==> src/rtl/fixed_ascii_streamer_if.sv <==
// Handshake/bus bundle for fixed_ascii_streamer.
// master: sample producer + byte consumer; slave: the streamer block.
interface fixed_ascii_streamer_if #(
  parameter int INT_W     = 16,
  parameter int FRAC_W    = 16,
  parameter int LABEL_LEN = 4
);
  logic [INT_W+FRAC_W-1:0] in_value;
  logic [8*LABEL_LEN-1:0]  in_label;
  logic                    in_valid;
  logic                    in_ready;
  logic [7:0]              out_byte;
  logic                    out_valid;
  logic                    out_ready;
  logic                    out_last;
  logic                    ovf;

  modport master (
    output in_value, in_label, in_valid, out_ready,
    input  in_ready, out_byte, out_valid, out_last, ovf
  );

  modport slave (
    input  in_value, in_label, in_valid, out_ready,
    output in_ready, out_byte, out_valid, out_last, ovf
  );
endinterface

==> src/rtl/fixed_ascii_streamer.sv <==
// fixed_ascii_streamer: formats a signed fixed-point sample as one labelled
// ASCII line "<label> <sign><int>.<frac>\n" and streams it byte by byte.
// Digits are extracted iteratively, one integer and one fraction digit per
// cycle, so no wide divider is needed.
// Optional feature macro: FMT_ZERO_SUPPRESS_EN (leading integer zeros shown
// as spaces; least-significant integer digit always printed).
module fixed_ascii_streamer #(
  parameter int INT_W       = 16,
  parameter int FRAC_W      = 16,
  parameter int INT_DIGITS  = 3,
  parameter int FRAC_DIGITS = 6,
  parameter int LABEL_LEN   = 4
) (
  input  logic                  clk,
  input  logic                  rst,
  fixed_ascii_streamer_if.slave bus
);

  localparam int W        = INT_W + FRAC_W;
  localparam int D        = (INT_DIGITS > FRAC_DIGITS) ? INT_DIGITS : FRAC_DIGITS;
  localparam int LINE_LEN = LABEL_LEN + INT_DIGITS + FRAC_DIGITS + 4;
  localparam int CNT_W    = $clog2(D + 1);
  localparam int IDX_W    = $clog2(LINE_LEN);

  // Byte positions inside the line
  localparam int POS_SP   = LABEL_LEN;
  localparam int POS_SGN  = LABEL_LEN + 1;
  localparam int POS_INT  = LABEL_LEN + 2;
  localparam int POS_DOT  = POS_INT + INT_DIGITS;
  localparam int POS_FRAC = POS_DOT + 1;
  localparam int POS_LF   = LINE_LEN - 1;

  typedef enum logic [1:0] {IDLE, CONV, EMIT} state_t;

  state_t                 state, state_nxt;
  logic [8*LABEL_LEN-1:0] label_q;
  logic                   sign_q;
  logic [INT_W-1:0]       int_q;
  logic [FRAC_W-1:0]      frac_q;
  logic [3:0]             int_dig  [INT_DIGITS];   // LS digit at index 0
  logic [3:0]             frac_dig [FRAC_DIGITS];  // MS digit at index 0
  logic [CNT_W-1:0]       cnt;
  logic [IDX_W-1:0]       idx;
  logic                   ovf_q;

  logic                   accept;
  logic                   conv_last;
  logic                   emit_hs;
  logic                   line_done;
  logic [W-1:0]           mag;
  logic                   int_active;
  logic                   frac_active;
  logic [INT_W-1:0]       int_quo;
  logic [3:0]             int_d;
  logic [INT_W-1:0]       int_after;
  logic [FRAC_W+3:0]      frac_p;
  logic [INT_DIGITS-1:0]  blank;        // MS-first: 1 = print as space
  logic [7:0]             byte_c;

  assign accept    = bus.in_valid && (state == IDLE);
  assign conv_last = (state == CONV) && (cnt == CNT_W'(D - 1));
  assign emit_hs   = (state == EMIT) && bus.out_ready;
  assign line_done = emit_hs && (idx == IDX_W'(POS_LF));

  // Magnitude fits in W unsigned bits, including the most-negative input
  assign mag = bus.in_value[W-1] ? ((~bus.in_value) + W'(1)) : bus.in_value;

  // Integer step: divide by a constant 10, once per cycle
  assign int_active = (cnt < CNT_W'(INT_DIGITS));
  assign int_quo    = int_q / INT_W'(10);
  assign int_d      = 4'(int_q % INT_W'(10));
  assign int_after  = int_active ? int_quo : int_q;

  // Fraction step: F*10, integer part is the digit, remainder carries on
  assign frac_active = (cnt < CNT_W'(FRAC_DIGITS));
  assign frac_p      = {4'd0, frac_q} * (FRAC_W + 4)'(10);

  // State register
  always_ff @(posedge clk or negedge rst) begin
    if (!rst) state <= IDLE;
    else      state <= state_nxt;
  end

  // Next-state: IDLE -> CONV on accept, CONV -> EMIT after D digits,
  // EMIT -> IDLE on the LF handshake
  always_comb begin
    state_nxt = state;
    case (state)
      IDLE:    if (accept)    state_nxt = CONV;
      CONV:    if (conv_last) state_nxt = EMIT;
      EMIT:    if (line_done) state_nxt = IDLE;
      default:                state_nxt = IDLE;
    endcase
  end

  // Datapath: latch sample, extract digits, step the output byte index
  always_ff @(posedge clk or negedge rst) begin
    if (!rst) begin
      label_q <= '0;
      sign_q  <= 1'b0;
      int_q   <= '0;
      frac_q  <= '0;
      cnt     <= '0;
      idx     <= '0;
      ovf_q   <= 1'b0;
      for (int k = 0; k < INT_DIGITS; k++)  int_dig[k]  <= 4'd0;
      for (int k = 0; k < FRAC_DIGITS; k++) frac_dig[k] <= 4'd0;
    end else if (accept) begin
      label_q <= bus.in_label;
      sign_q  <= bus.in_value[W-1];
      int_q   <= mag[W-1:FRAC_W];
      frac_q  <= mag[FRAC_W-1:0];
      cnt     <= '0;
      idx     <= '0;
      ovf_q   <= 1'b0;
    end else if (state == CONV) begin
      cnt <= cnt + CNT_W'(1);
      if (int_active) begin
        int_q <= int_quo;
        for (int k = 0; k < INT_DIGITS; k++)
          if (cnt == CNT_W'(k)) int_dig[k] <= int_d;
      end
      if (frac_active) begin
        frac_q <= frac_p[FRAC_W-1:0];
        for (int k = 0; k < FRAC_DIGITS; k++)
          if (cnt == CNT_W'(k)) frac_dig[k] <= frac_p[FRAC_W+3:FRAC_W];
      end
      // Anything left after the last integer digit did not fit
      if (conv_last) ovf_q <= (int_after != '0);
    end else if (emit_hs) begin
      idx <= line_done ? '0 : idx + IDX_W'(1);
    end
  end

`ifdef FMT_ZERO_SUPPRESS_EN
  // Blank a run of leading zero digits, never the least-significant one
  always_comb begin
    logic run;
    run   = 1'b1;
    blank = '0;
    for (int p = 0; p < INT_DIGITS - 1; p++) begin
      run      = run && (int_dig[INT_DIGITS-1-p] == 4'd0);
      blank[p] = run;
    end
  end
`else
  assign blank = '0;
`endif

  // Character for the current byte index; 0x00 outside EMIT
  always_comb begin
    byte_c = 8'h00;
    if (state == EMIT) begin
      for (int k = 0; k < LABEL_LEN; k++)
        if (idx == IDX_W'(k)) byte_c = label_q[8*(LABEL_LEN-1-k) +: 8];
      if (idx == IDX_W'(POS_SP))  byte_c = 8'h20;
      if (idx == IDX_W'(POS_SGN)) byte_c = sign_q ? 8'h2D : 8'h2B;
      for (int p = 0; p < INT_DIGITS; p++)
        if (idx == IDX_W'(POS_INT + p))
          byte_c = blank[p] ? 8'h20 : {4'h3, int_dig[INT_DIGITS-1-p]};
      if (idx == IDX_W'(POS_DOT)) byte_c = 8'h2E;
      for (int p = 0; p < FRAC_DIGITS; p++)
        if (idx == IDX_W'(POS_FRAC + p)) byte_c = {4'h3, frac_dig[p]};
      if (idx == IDX_W'(POS_LF))  byte_c = 8'h0A;
    end
  end

  assign bus.in_ready  = (state == IDLE);
  assign bus.out_valid = (state == EMIT);
  assign bus.out_byte  = byte_c;
  assign bus.out_last  = (state == EMIT) && (idx == IDX_W'(POS_LF));
  assign bus.ovf       = ovf_q;

endmodule

==> src/flat_wrapper.sv <==
// flat-port wrapper written by rule: the top's interface ports become plain ports
module fixed_ascii_streamer_flat 
#(
  parameter int INT_W       = 16,
  parameter int FRAC_W      = 16,
  parameter int INT_DIGITS  = 3,
  parameter int FRAC_DIGITS = 6,
  parameter int LABEL_LEN   = 4
)
  (clk, rst, bus_in_value, bus_in_label, bus_in_valid, bus_out_ready, bus_in_ready, bus_out_byte, bus_out_valid, bus_out_last, bus_ovf);
  fixed_ascii_streamer_if #(.INT_W(INT_W), .FRAC_W(FRAC_W), .LABEL_LEN(LABEL_LEN)) bus_i ();
  input  logic clk;
  input  logic rst;
  input wire logic [$bits(bus_i.in_value)-1:0] bus_in_value;
  input wire logic [$bits(bus_i.in_label)-1:0] bus_in_label;
  input wire logic [$bits(bus_i.in_valid)-1:0] bus_in_valid;
  input wire logic [$bits(bus_i.out_ready)-1:0] bus_out_ready;
  output wire logic [$bits(bus_i.in_ready)-1:0] bus_in_ready;
  output wire logic [$bits(bus_i.out_byte)-1:0] bus_out_byte;
  output wire logic [$bits(bus_i.out_valid)-1:0] bus_out_valid;
  output wire logic [$bits(bus_i.out_last)-1:0] bus_out_last;
  output wire logic [$bits(bus_i.ovf)-1:0] bus_ovf;
  assign bus_i.in_value = bus_in_value;
  assign bus_i.in_label = bus_in_label;
  assign bus_i.in_valid = bus_in_valid;
  assign bus_i.out_ready = bus_out_ready;
  assign bus_in_ready = bus_i.in_ready;
  assign bus_out_byte = bus_i.out_byte;
  assign bus_out_valid = bus_i.out_valid;
  assign bus_out_last = bus_i.out_last;
  assign bus_ovf = bus_i.ovf;
  fixed_ascii_streamer #(.INT_W(INT_W), .FRAC_W(FRAC_W), .INT_DIGITS(INT_DIGITS), .FRAC_DIGITS(FRAC_DIGITS), .LABEL_LEN(LABEL_LEN)) u_core (.clk(clk), .rst(rst), .bus(bus_i));
endmodule
==> config.mk <==
export PLATFORM = sky130hd
export DESIGN_NAME = fixed_ascii_streamer_flat
export DESIGN_NICKNAME = d
export VERILOG_FILES = /design/src/rtl/fixed_ascii_streamer_if.sv /design/src/rtl/fixed_ascii_streamer.sv /design/src/flat_wrapper.sv
export SDC_FILE = /design/constraint.sdc
export NUM_CORES = 1
export LEC_CHECK = 0
export CAP_MARGIN = 10
export CELL_PAD_IN_SITES_DETAIL_PLACEMENT = 0
export CELL_PAD_IN_SITES_GLOBAL_PLACEMENT = 1
export CORE_ASPECT_RATIO = 1.75
export CORE_MARGIN = 2
export CORE_UTILIZATION = 40
export CTS_BUF_LIST = sky130_fd_sc_hd__clkbuf_16
export DETAILED_ROUTE_END_ITERATION = 8
export GPL_ROUTABILITY_DRIVEN = 0
export GPL_TIMING_DRIVEN = 0
export HOLD_SLACK_MARGIN = 0.03
export PLACE_DENSITY_LB_ADDON = 0.1
export SETUP_SLACK_MARGIN = 0.3
export SLEW_MARGIN = 20
export SYNTH_ARGS = -nofsm -noshare
export SYNTH_HDL_FRONTEND = slang
export SYNTH_SLANG_ARGS = --single-unit
==> constraint.sdc <==
create_clock -name clk -period 5.2 [get_ports clk]
set_input_delay 0.78 -clock clk [delete_from_list [all_inputs] [get_ports clk]]
set_output_delay 0.78 -clock clk [all_outputs]
set_load 0.01 [all_outputs]
# ---- Yosys cells after proc, flatten, opt, wreduce, memory -nomap -nowiden
# Cells that the tools add are included.
dict set report op_classes {
  n_mul 1
  eq_ne 27
  n_mux 39
  n_lt_le_gt_ge 2
  reduce_logical 26
  n_div 2
  bitwise 2
  n_addsub 3
}
# op n
set op_table {}
lappend op_table {{2-to-1 mux 8 bit} 18}
lappend op_table {{2-to-1 mux 16 bit} 6}
lappend op_table {{equality test 5 x 4 -> 1 bit, second input constant} 8}
lappend op_table {{AND reduction 4 bit} 9}
lappend op_table {{adder 32 x 1 -> 32 bit, second input constant} 1}
lappend op_table {{2-to-1 mux 32 bit} 1}
lappend op_table {{inverter 32 bit} 1}
lappend op_table {{equality test 5 x 3 -> 1 bit, second input constant} 4}
lappend op_table {{2-to-1 mux 5 bit} 4}
lappend op_table {{multiplier 16 x 3 -> 19 bit, second input constant} 1}
lappend op_table {{divider 16 x 4 -> 16 bit, second input constant} 1}
lappend op_table {{remainder unit 16 x 4 -> 16 bit, second input constant} 1}
lappend op_table {{nonzero test 16 bit} 1}
lappend op_table {{equality test 5 x 2 -> 1 bit, second input constant} 2}
lappend op_table {{2-to-1 mux 3 bit} 3}
lappend op_table {{inequality test 2 x 1 -> 1 bit, second input constant} 4}
lappend op_table {{nonzero test 2 bit} 4}
lappend op_table {{equality test 3 x 2 -> 1 bit, second input constant} 2}
lappend op_table {{equality test 3 bit, second input constant} 2}
lappend op_table {{2-to-1 mux 2 bit} 3}
lappend op_table {{case mux 2 bit (3 select lines)} 1}
lappend op_table {{AND reduction 2 bit} 3}
lappend op_table {{adder 5 x 1 -> 5 bit, second input constant} 1}
lappend op_table {{equality test 5 x 1 -> 1 bit, second input constant} 1}
lappend op_table {{14 further kinds} 20}
dict set report totals {
  output_inout_bits 12
  reg_bits 112
}

# ---- Depth between registers and ports, before layout
# Gate-level depths: netlist (run 1).
dict set report depth {
  ltp_word 19
  mapped_depth 23
}

# ---- Worst setup path before layout (run 1)
# Ideal clock, no wire load.
dict set report synth_path {
  kind {register to register}
  start {register u_core.int_q[11]}
  end {register u_core.int_dig[1] in the netlist's numbering}
  t_arrival_ns 4.850
  setup_ns 0.125
  setup_slack_ns 0.225
  path_buffers 2
  period_less_slack_ns 4.975
  t_required_ns 5.075
  stages_incl_launch_ff 21
  cell_sequence {dfrtp_1 > buf_6 > or2_1 > or3_4 > o211a_1 > buf_4 > or3_1 > a211o_1 > a32o_2 > a211o_1 > and3_1 > o32a_1 > o22a_1 > nand3_1 > nand2b_1 > or4b_1 > and4_1 > o211ai_2 > a2111oi_4 > xnor2_1 > mux2_2}
}
dict set report synth_via {
  elab_chain_len 1
}
# item line
set synth_rtl {}
lappend synth_rtl {{from (decl)} fixed_ascii_streamer.sv:38} ;# logic [INT_W-1:0] int_q;
lappend synth_rtl {{from (signal assigned)} fixed_ascii_streamer.sv:111} ;# int_q <= mag[W-1:FRAC_W];
lappend synth_rtl {{from (signal assigned)} fixed_ascii_streamer.sv:119} ;# int_q <= int_quo;
lappend synth_rtl {{remainder unit 16 x 4 -> 16 bit} fixed_ascii_streamer.sv:71} ;# assign int_d = 4'(int_q % INT_W'(10));
lappend synth_rtl {{to (signal, indexed assignment)} fixed_ascii_streamer.sv:121} ;# if (cnt == CNT_W'(k)) int_dig[k] <= int_d;
lappend synth_rtl {{to (decl)} fixed_ascii_streamer.sv:40} ;# logic [3:0] int_dig [INT_DIGITS];
# No other way between the ends.
# A chain may end at the register's enable or synchronous reset.

# ---- Final worst setup path (run 1)
# Ends and elaborated chain as after synthesis.

==> reports/metrics.yaml, run 1 <==
yosys:
  yosysTopAreaCell: "dfrtp_1"
  yosysTopAreaCellShare_pct: 32.7
  yosysSeqAreaShare_pct: 32.7
  synth_area_mm2: 0.00857
  syn_inst: 1041
  synth_cell_types: 89
  syn_avg_cell_area_um2: 8.24
  synth_nets: 1148
  async_flop_share_pct: 100
  ys_ff_latch: 112
  synth_edf_count: 0
  synthFlopType: "dfrtp_1"
  synth_area_leaders: "dfrtp_1 33%, nand2_1 7.7%, ha_1 5.5%"
  ys_warn_count: 0
layout:
  area_delta_synth_final_pct: 29.6
  multi_input_area_mm2: 0.00592
  regArea_mm2: 0.00281
  n_antenna_cell: 0
  drive_gt1_share_pct: 18.9
  layout.nets: 1302
  final_cell_area_mm2: 0.0111
  nFillCells: 2059
critical_path:
  critPathArrivalTime_ns: 5.57
  required_ns: 5.45
  crit_path_start_kind: "flop"
  path_max_fanout: 5
  critical_path_class: "flop to flop"
  worstSetupEndpointType: "flop"
timing:
  rsz0062_at_grt: "yes"
  finClkSkew_ns: 0.00991
  setup_ws_ns: -0.120
  period_share_pct: 102
  fmax_ghz: 0.188
  hold_viol_final: 0
  post-route-min-period_ns: 5.32
  slew_headroom_pct: 43.5
  setup_viol: 6
  slew_violations: 0
  worstMarginPinSlew_ns: 0.848
clock_tree:
  cts-root-to-sink-buffers: 2
  root_buffer: "clkbuf_16"
  cts_buffers: 9
  hold_buffers: 0
  cts_tree: "built"
  clk_pin_slew_ns: 0.07
  clock_latency_ns: 0.37
  clock-sinks: 112
  cts-htree-levels: 3
place:
  io_buffers: 79
  placed_area_mm2: 0.00972
  hpwl_um: 20600
route:
  ant_nets: 0
  firstDrtPassIters: 7
  wl_met3_um: 792
  wire_per_inst_um: 19.1
  drc: 0
  dr.max_layer_used: "met4"
  avgViaCountPerCell: 5.78
  finalWirelength_um: 27700
  first_iter_violations: 538
  dr_total_vias: 8391
  drt-met1-wl_um: 10600
  route.met2.wl_um: 15300
run_status:
  status: "finished, violations left"
  violations: "negative setup slack"
floorplan:
  fp.dieArea_mm2: 0.0227
  core_mm2: 0.0209
  start_util_pct: 41.0
  io-pin-count: 80
  dieHeight_um: 198
  row_count: 70
  die_w_um: 115
grt:
  grt_pass1_wl_um: 44300
  gr-total-overflow: 0
  grt_max_degree: 61
  grt_use_total_pct: 25.0
  antenna_found_initial: 0
  grt_pass1_vias: 8473
flow_run:
  cap_violations: 0
hold_path:
  min_path_type: "input pin to asynchronous set/reset pin"
==> timing repair <==
action                                  4_1_cts  5_1_grt
gates cloned                                  2        0
resized for setup                            90       46
buffers inserted                             44       17
pin swaps                                    37       32
endpoints found under the setup margin       16       16
==> flip-flops by register name, summed over array words and instances (netlist names) <==
name,flops
u_core.frac_dig,24
u_core.bus.ovf,1
u_core.idx,5
u_core.state,2
u_core.sign_q,1
u_core.cnt,3
u_core.int_q,16
u_core.int_dig,12
u_core.label_q,32
u_core.frac_q,16
==> cell type report <==
class / instances / share of cell area [%]
plain buffers: 63 / 3.16
clock buffers: 9 / 2.03
clock inverters: 7 / 0.687
inverters: 24 / 0.811
multi-input cells: 842 / 53.3
flip-flops and latches: 112 / 25.3
well taps: 252 / 2.84
repair buffers: 143 / 11.9
==> synth_stat cells (all sizes together), types with 5 or more instances <==
cell type	instances
a221o	5
buf	25
a31oi	11
nand2b	18
inv	23
a21oi	71
o31ai	14
xnor2	28
o2111ai	5
o311a	5
nand4	12
ha	38
a211o	6
o21a	6
nor2b	13
o221ai	5
nand2	177
and3	7
a211oi	19
or3	9
nor2	100
and2	8
o22ai	6
o21ai	50
a22oi	13
clkbuf	38
maj3	6
o41ai	6
mux2	28
a2111oi	5
dfrtp	112
nor4	8
o211ai	18
nor3	28
a221oi	13
xor2	19
o21bai	8
nand3	23
==> critical path, stage by stage (launching register included) <==
cell,delay (ns)
dfrtp_1,0.39
buf_6,0.13
or2_4,0.25
or3_4,0.38
o211a_1,0.13
buf_6,0.13
or3_1,0.30
a211o_1,0.30
a32o_2,0.31
a211o_1,0.26
and3_4,0.18
o32a_1,0.34
or4b_4,0.22
a311oi_4,0.11
buf_4,0.16
or2_4,0.24
buf_6,0.13
nand2_4,0.05
nor3_2,0.03
o311a_1,0.40
a2111oi_4,0.30
xnor2_2,0.15
mux2_4,0.28
==> per-stage QoR <==
stage,hold WS [ns],setup WS (ns),instances,setup TNS [ns],util [%]
2_1_floorplan,0.440,0.304,1041,0,-
3_3_place_gp,0.457,-1.29,1372,-148.30,46.3
3_5_place_dp,0.464,-0.607,1373,-4.59,46.4
4_1_cts,0.412,-0.127,1435,-0.653,51.6
6_report,0.390,-0.120,1452,-0.460,53.1
5_1_grt,0.433,-0.351,1452,-2.69,53.1
==> cell families after synthesis <==
logic type / synth area share [%]
flops: 32.7
simple gates: 23.3
compound gates: 23.9
buf+inv: 4.54
mux: 4.14
fa+ha+maj: 6.48
xor+xnor: 4.89
==> routing by layer <==
layer	vias up	GRT usage (%)
met5	-	0
met4	0	10.3
met3	48	3.19
met2	170	47.6
met1	4067	27.2
li1	4106	-
==> layout by cell type, fill, tap and decap left out, types with 9 or more instances in the layout <==
cell	n
nand2_1	168
dfrtp_1	108
nor2_1	96
clkdlybuf4s50_1	74
a21oi_1	63
buf_4	60
o21ai_0	43
clkbuf_1	36
ha_1	35
mux2_2	26
xnor2_1	26
inv_1	20
nand3_1	20
nor3_1	19
xor2_1	18
buf_6	17
nand2b_1	16
o211ai_1	16
a211oi_1	16
o31ai_1	13
nand4_1	12
a22oi_1	12
nor2b_1	11
a221oi_1	9
a31oi_1	9
clkbuf_16	9
==> worst paths after layout <==
path                                         from                 end  slack (ns)  cells after the start
worst max-delay path             u_core.int_q[11]   u_core.int_dig[1]       -0.12                     22
worst min-delay path                          rst  u_core.label_q[13]        0.39                      1
worst max register to register   u_core.int_q[11]   u_core.int_dig[1]       -0.12                     22
worst min register to register  u_core.label_q[3]   u_core.label_q[3]        0.48                      2
max in group asynchronous                     rst       u_core.idx[4]        4.11                      2
min in group clk                u_core.label_q[3]   u_core.label_q[3]        0.48                      2
Power of run 1 is not shown: default switching activity piles up to over one toggle a cycle in this logic, so the estimate is an artifact.
==> run 2: changes to the inputs <==
--- a/config.mk
+++ b/config.mk
@@ -16,6 +16,7 @@
 export GPL_ROUTABILITY_DRIVEN = 0
 export GPL_TIMING_DRIVEN = 0
 export HOLD_SLACK_MARGIN = 0.03
+export MAX_ROUTING_LAYER = met4
 export PLACE_DENSITY_LB_ADDON = 0.1
 export SETUP_SLACK_MARGIN = 0.3
 export SLEW_MARGIN = 20
==> run 2 against run 1 <==
The run still ends with negative setup slack left. Hold slack worse by 0.0020 ns. Critical path depth is 1 lower. Die area stayed put. Non-clock buffer count is 3 lower. Clock skew hardly changed. Clock-buffer cell count stayed put. Global-route usage is 0.69 points higher. Critical path type unchanged. Largest cell class unchanged.
==> reports/metrics.yaml, run 2 (synthesis gave the netlist of run 1 again) <==
run_status:
  status: "finished, violations left"
  violations: "negative setup slack"
clock_tree:
  cts-htree-levels: 3
  hold_buffers: 0
  clock-sinks: 112
  clk_pin_slew_ns: 0.07
  cts-root-to-sink-buffers: 2
  cts_buffers: 9
  root_buffer: "clkbuf_16"
  clock_latency_ns: 0.37
  cts_tree: "built"
route:
  ant_nets: 0
  drc: 0
  wire_per_inst_um: 19.1
  finalWirelength_um: 27600
  avgViaCountPerCell: 5.77
  dr_total_vias: 8359
  firstDrtPassIters: 5
  first_iter_violations: 548
grt:
  grt_pass1_wl_um: 44300
  grt_use_total_pct: 25.7
  gr-total-overflow: 0
  grt_pass1_vias: 8474
  antenna_found_initial: 0
  grt_max_degree: 61
layout:
  layout_commonest_cell: "nand2_1"
  nFillCells: 2071
  top_regs: "u_core.label_q x32, u_core.frac_dig x24"
  mostFrequentLayoutCells: "170 x nand2_1, 108 x dfrtp_1, 96 x nor2_1"
  largest-register: "u_core.label_q"
  largest_register_ffs: 32
  n_antenna_cell: 0
  area_delta_synth_final_pct: 29.1
  drive_gt1_share_pct: 18.3
  layout.nets: 1299
hold_path:
  min_path_type: "input pin to asynchronous set/reset pin"
critical_path:
  slowest_stage: "or4b_4"
  path_max_fanout: 8
  crit_path_cell_trace: "buf_6 -> or2_4 -> or3_4 -> o211a_1 -> buf_6 -> or3_1 -> a211o_1 -> a32o_2 -> buf_4 -> o2111ai_2 -> or4b_4 -> nand3_4 -> nor4_1 -> nor4_1 -> buf_4 -> nand3b_1 -> o311a_1 -> o211ai_4 -> a2111oi_4 -> xnor2_2 -> mux2_4"
  max_stage_delay_ns: 0.54
  r2r_slack_ns: -0.13
  worstSetupEndpointType: "flop"
  required_ns: 5.45
  cpLargestDelayFamily: "simple AND/OR/NAND/NOR gates"
  crit_path_start_kind: "flop"
  critical_path_class: "flop to flop"
  critPathArrivalTime_ns: 5.57
  crit_buf_inv: 4
timing:
  setup_ws_ns: -0.125
  post-route-min-period_ns: 5.33
  rsz0062_at_grt: "yes"
  period_share_pct: 102
  slew_violations: 0
  fin_setup_tns_ns: -0.524
  fmax_ghz: 0.188
  slew_headroom_pct: 43.4
  hold_viol_final: 0
  finClkSkew_ns: 0.0102
  worstMarginPinSlew_ns: 0.849
  setup_viol: 9
floorplan:
  fp.dieArea_mm2: 0.0227
  core_mm2: 0.0209
  die_w_um: 115
  row_count: 70
  io-pin-count: 80
  dieHeight_um: 198
  start_util_pct: 41.0
flow_run:
  cap_violations: 0
place:
  hpwl_um: 20600
  io_buffers: 79
==> run 2: cell count changes in the layout (fill, tap and decap cells not counted), sizes merged <==
cell | previous run | this run
buf | 91 | 88
==> run 2: metrics by stage <==
step	instances	setup slack [ns]	instance area [µm²]	hold WS (ns)	utilization [%]
after floorplan	1041	0.304	8580	0.440	-
after global placement	1372	-1.29	9680	0.457	46.3
after detailed placement	1373	-0.607	9720	0.464	46.4
after CTS	1435	-0.127	10800	0.412	51.6
after global routing	1449	-0.375	11100	0.433	52.9
final	1449	-0.125	11100	0.388	52.9
==> run 2: final timing paths <==
path                       cells past startpoint            endpoint               from
setup / recovery                              21   u_core.int_dig[1]   u_core.int_q[11]
min in group clk                               2   u_core.label_q[3]  u_core.label_q[3]
hold / removal                                 1  u_core.label_q[13]                rst
hold reg to reg                                2   u_core.label_q[3]  u_core.label_q[3]
setup reg to reg                              21   u_core.int_dig[1]   u_core.int_q[11]
max in group asynchronous                      2       u_core.idx[0]                rst
==> run 2: area by class of cell <==
class,count,area (µm²),area share (%)
buffer,63,352,3.18
timing repair buffer,140,1290,11.7
multi-input combinational,842,5910,53.4
tap,252,315,2.85
clock buffer,9,225,2.04
sequential,112,2810,25.4
clock inverter,7,76.3,0.690
inverter,24,90.1,0.814
==> run 2: metal layers <==
layer / routed length, µm / vias to the layer above / track usage (%)
met2: 15200 / 170 / 47.7
met5: 0 / - / -
met1: 10600 / 4032 / 27.2
li1: - / 4104 / -
met3: 734 / 53 / 2.92
met4: 1010 / 0 / 10.3
==> run 2: worst register-to-register path: stages, from the launching register on <==
cell and delay [ns]:
dfrtp_1 0.39, buf_6 0.13, or2_4 0.25, or3_4 0.39
o211a_1 0.13, buf_6 0.13, or3_1 0.30, a211o_1 0.29
a32o_2 0.31, buf_4 0.15, o2111ai_2 0.08, or4b_4 0.54
nand3_4 0.10, nor4_1 0.05, nor4_1 0.43, buf_4 0.24
nand3b_1 0.12, o311a_1 0.25, o211ai_4 0.13, a2111oi_4 0.38
xnor2_2 0.15, mux2_4 0.28
==> run 2: timing repair <==
action,in CTS,in global routing
setup endpoints to repair,16,16
cloned,2,0
setup buffers,44,14
pin swaps,37,28
resized for setup,90,40
Power of run 2 is left out for the same reason.
==> run 3: changes to the inputs <==
--- a/config.mk
+++ b/config.mk
@@ -19,6 +19,7 @@
 export MAX_ROUTING_LAYER = met4
 export PLACE_DENSITY_LB_ADDON = 0.1
 export SETUP_SLACK_MARGIN = 0.3
+export SKIP_LAST_GASP = 1
 export SLEW_MARGIN = 20
 export SYNTH_ARGS = -nofsm -noshare
 export SYNTH_HDL_FRONTEND = slang
==> constraint.sdc (replaced) <==
create_clock -name clk -period 4.47 [get_ports clk]
set_input_delay 0.6705 -clock clk [delete_from_list [all_inputs] [get_ports clk]]
set_output_delay 0.6705 -clock clk [all_outputs]
set_load 0.01 [all_outputs]
==> run 3 against run 2 <==
First-iteration DRC count fell by 4.6%. Maximum frequency barely moved. Sequential cell count unchanged. Largest cell class unchanged. The run still ends with negative setup slack left. Cell count rose by 2.6%.
==> reports/metrics.yaml, run 3 (synthesis gave the netlist of run 1 again) <==
clock_tree:
  clk_pin_slew_ns: 0.08
  cts_tree: "built"
  cts_buffers: 9
  clock-sinks: 112
  cts-htree-levels: 3
  cts-root-to-sink-buffers: 2
  root_buffer: "clkbuf_16"
  clock_latency_ns: 0.36
timing:
  rsz0062_at_grt: "yes"
  post-route-min-period_ns: 5.33
  setup_viol: 12
  hold_viol_final: 0
  timing.hold.ws_ns: 0.254
  slew_violations: 0
  fmax_ghz: 0.188
  finClkSkew_ns: 0.0110
  worstMarginPinSlew_ns: 0.879
  slew_headroom_pct: 41.4
  setup_ws_ns: -0.856
  period_share_pct: 119
layout:
  n_antenna_cell: 0
  layout.nets: 1337
  largest_register_ffs: 32
  layout.cells.non_filler: 1487
  mostFrequentLayoutCells: "168 x nand2_1, 107 x dfrtp_1, 95 x nor2_1"
  area_delta_synth_final_pct: 36.6
  final_cell_area_mm2: 0.0117
  nFillCells: 1964
  final_core_util_pct: 56.0
  layout_commonest_cell: "nand2_1"
  largest-register: "u_core.label_q"
  drive_gt1_share_pct: 24.2
  regArea_mm2: 0.00281
  multi_input_area_mm2: 0.00618
  top_regs: "u_core.label_q x32, u_core.frac_dig x24"
route:
  drc: 0
  wire_per_inst_um: 19.1
  dr_total_vias: 8549
  first_iter_violations: 523
  ant_nets: 0
  avgViaCountPerCell: 5.75
  firstDrtPassIters: 5
  finalWirelength_um: 28400
critical_path:
  critPathArrivalTime_ns: 5.57
  cp_common_cell: "buf_6"
  crit_path_cell_trace: "buf_6 -> or3_4 -> a221oi_4 -> buf_6 -> nor2_4 -> buf_4 -> nor2_4 -> nand4_1 -> a32o_2 -> a211o_1 -> and3_4 -> o32a_1 -> or4b_4 -> a311oi_4 -> buf_4 -> or2_4 -> buf_6 -> nand2_2 -> nor3_1 -> o311a_1 -> a2111oi_4 -> xnor2_2 -> mux2_4"
  crit_path_start_kind: "flop"
  worstSetupEndpointType: "flop"
  max_stage_delay_ns: 0.43
  slowest_stage: "dfrtp_1"
  path_max_fanout: 7
  required_ns: 4.72
  critical_path_class: "flop to flop"
floorplan:
  dieHeight_um: 198
  row_count: 70
  die_w_um: 115
  core_mm2: 0.0209
  fp.dieArea_mm2: 0.0227
  io-pin-count: 80
  start_util_pct: 41.0
grt:
  grt_pass1_wl_um: 45500
  grt_pass1_vias: 8718
  grt_use_total_pct: 26.3
  gr-total-overflow: 0
  grt_max_degree: 58
  antenna_found_initial: 0
place:
  hpwl_um: 20700
  placed_area_mm2: 0.00975
  io_buffers: 79
  dp.cells: 1373
run_status:
  violations: "negative setup slack"
  status: "finished, violations left"
flow_run:
  cap_violations: 0
hold_path:
  min_path_type: "input pin to asynchronous set/reset pin"
-- run 3: changes by cell type in the layout (fill, tap and decap cells not counted), sizes merged --
| cell | previous run | this run |
|---|---|---|
| clkinv | 1 | 4 |
| buf | 88 | 131 |
| clkbuf | 46 | 45 |
| clkinvlp | 1 | 0 |
| dlygate4sd2 | 1 | 0 |
| clkdlybuf4s50 | 74 | 72 |
| inv | 28 | 26 |
| dlymetal6s2s | 3 | 2 |
-- run 3: worst paths after layout --
path | depth (start not counted) | slack [ns] | to | start
max in group asynchronous | 2 | 3.49 | u_core.int_q[14] | rst
min in group clk | 2 | 0.47 | u_core.label_q[12] | u_core.label_q[12]
min | 1 | 0.25 | u_core.label_q[13] | rst
max | 23 | -0.86 | u_core.int_dig[9] | u_core.int_q[15]
max reg2reg | 23 | -0.86 | u_core.int_dig[9] | u_core.int_q[15]
min reg2reg | 2 | 0.47 | u_core.label_q[12] | u_core.label_q[12]
-- run 3: final cells by class --
| cell class | count | share of cell area (%) |
|---|---|---|
| clock inverters | 7 | 0.619 |
| inverters | 24 | 0.854 |
| multi-input cells | 842 | 52.8 |
| plain buffers | 63 | 3.28 |
| well taps | 252 | 2.69 |
| flip-flops and latches | 112 | 24.0 |
| repair buffers | 178 | 13.9 |
| clock buffers | 9 | 1.92 |
-- run 3: routing by layer --
metal  vias to the layer above  part of all wire (%)  GRT usage [%]
li1                       4178                     -              -
met3                        56                   2.7           2.42
met5                         -                     0              -
met4                         0                   4.3           13.1
met2                       188                    55           48.4
met1                      4127                    38           27.4
-- run 3: metrics by stage --
step           setup slack (ns)  TNS [ns]
4_1_cts                  -0.860     -8.22
3_3_place_gp              -1.86   -222.83
5_1_grt                   -1.04    -10.97
2_1_floorplan            -0.409     -2.51
6_report                 -0.856     -8.28
3_5_place_dp              -1.33    -14.82
-- run 3: worst max-delay path: cells and delay by family, from the launching register on --
kind | cells | cell delay [ns]
xor gates and xnor gates | 1 | 0.14
muxes | 1 | 0.30
buffers and inverters | 5 | 0.76
AOI/OAI and AO/OA | 7 | 2.09
DFF | 1 | 0.43
and+or+nand+nor | 9 | 1.48
-- run 3: timing repair --
| item | in CTS | in global routing |
|---|---|---|
| gates resized for setup | 146 | 77 |
| pin swaps | 62 | 53 |
| buffers inserted | 64 | 33 |
| cloned | 1 | 0 |
| hold endpoints to repair | 0 | 0 |
| hold buffers | 0 | 0 |
| endpoints found under the setup margin | 20 | 38 |
Power of run 3 is left out for the same reason.
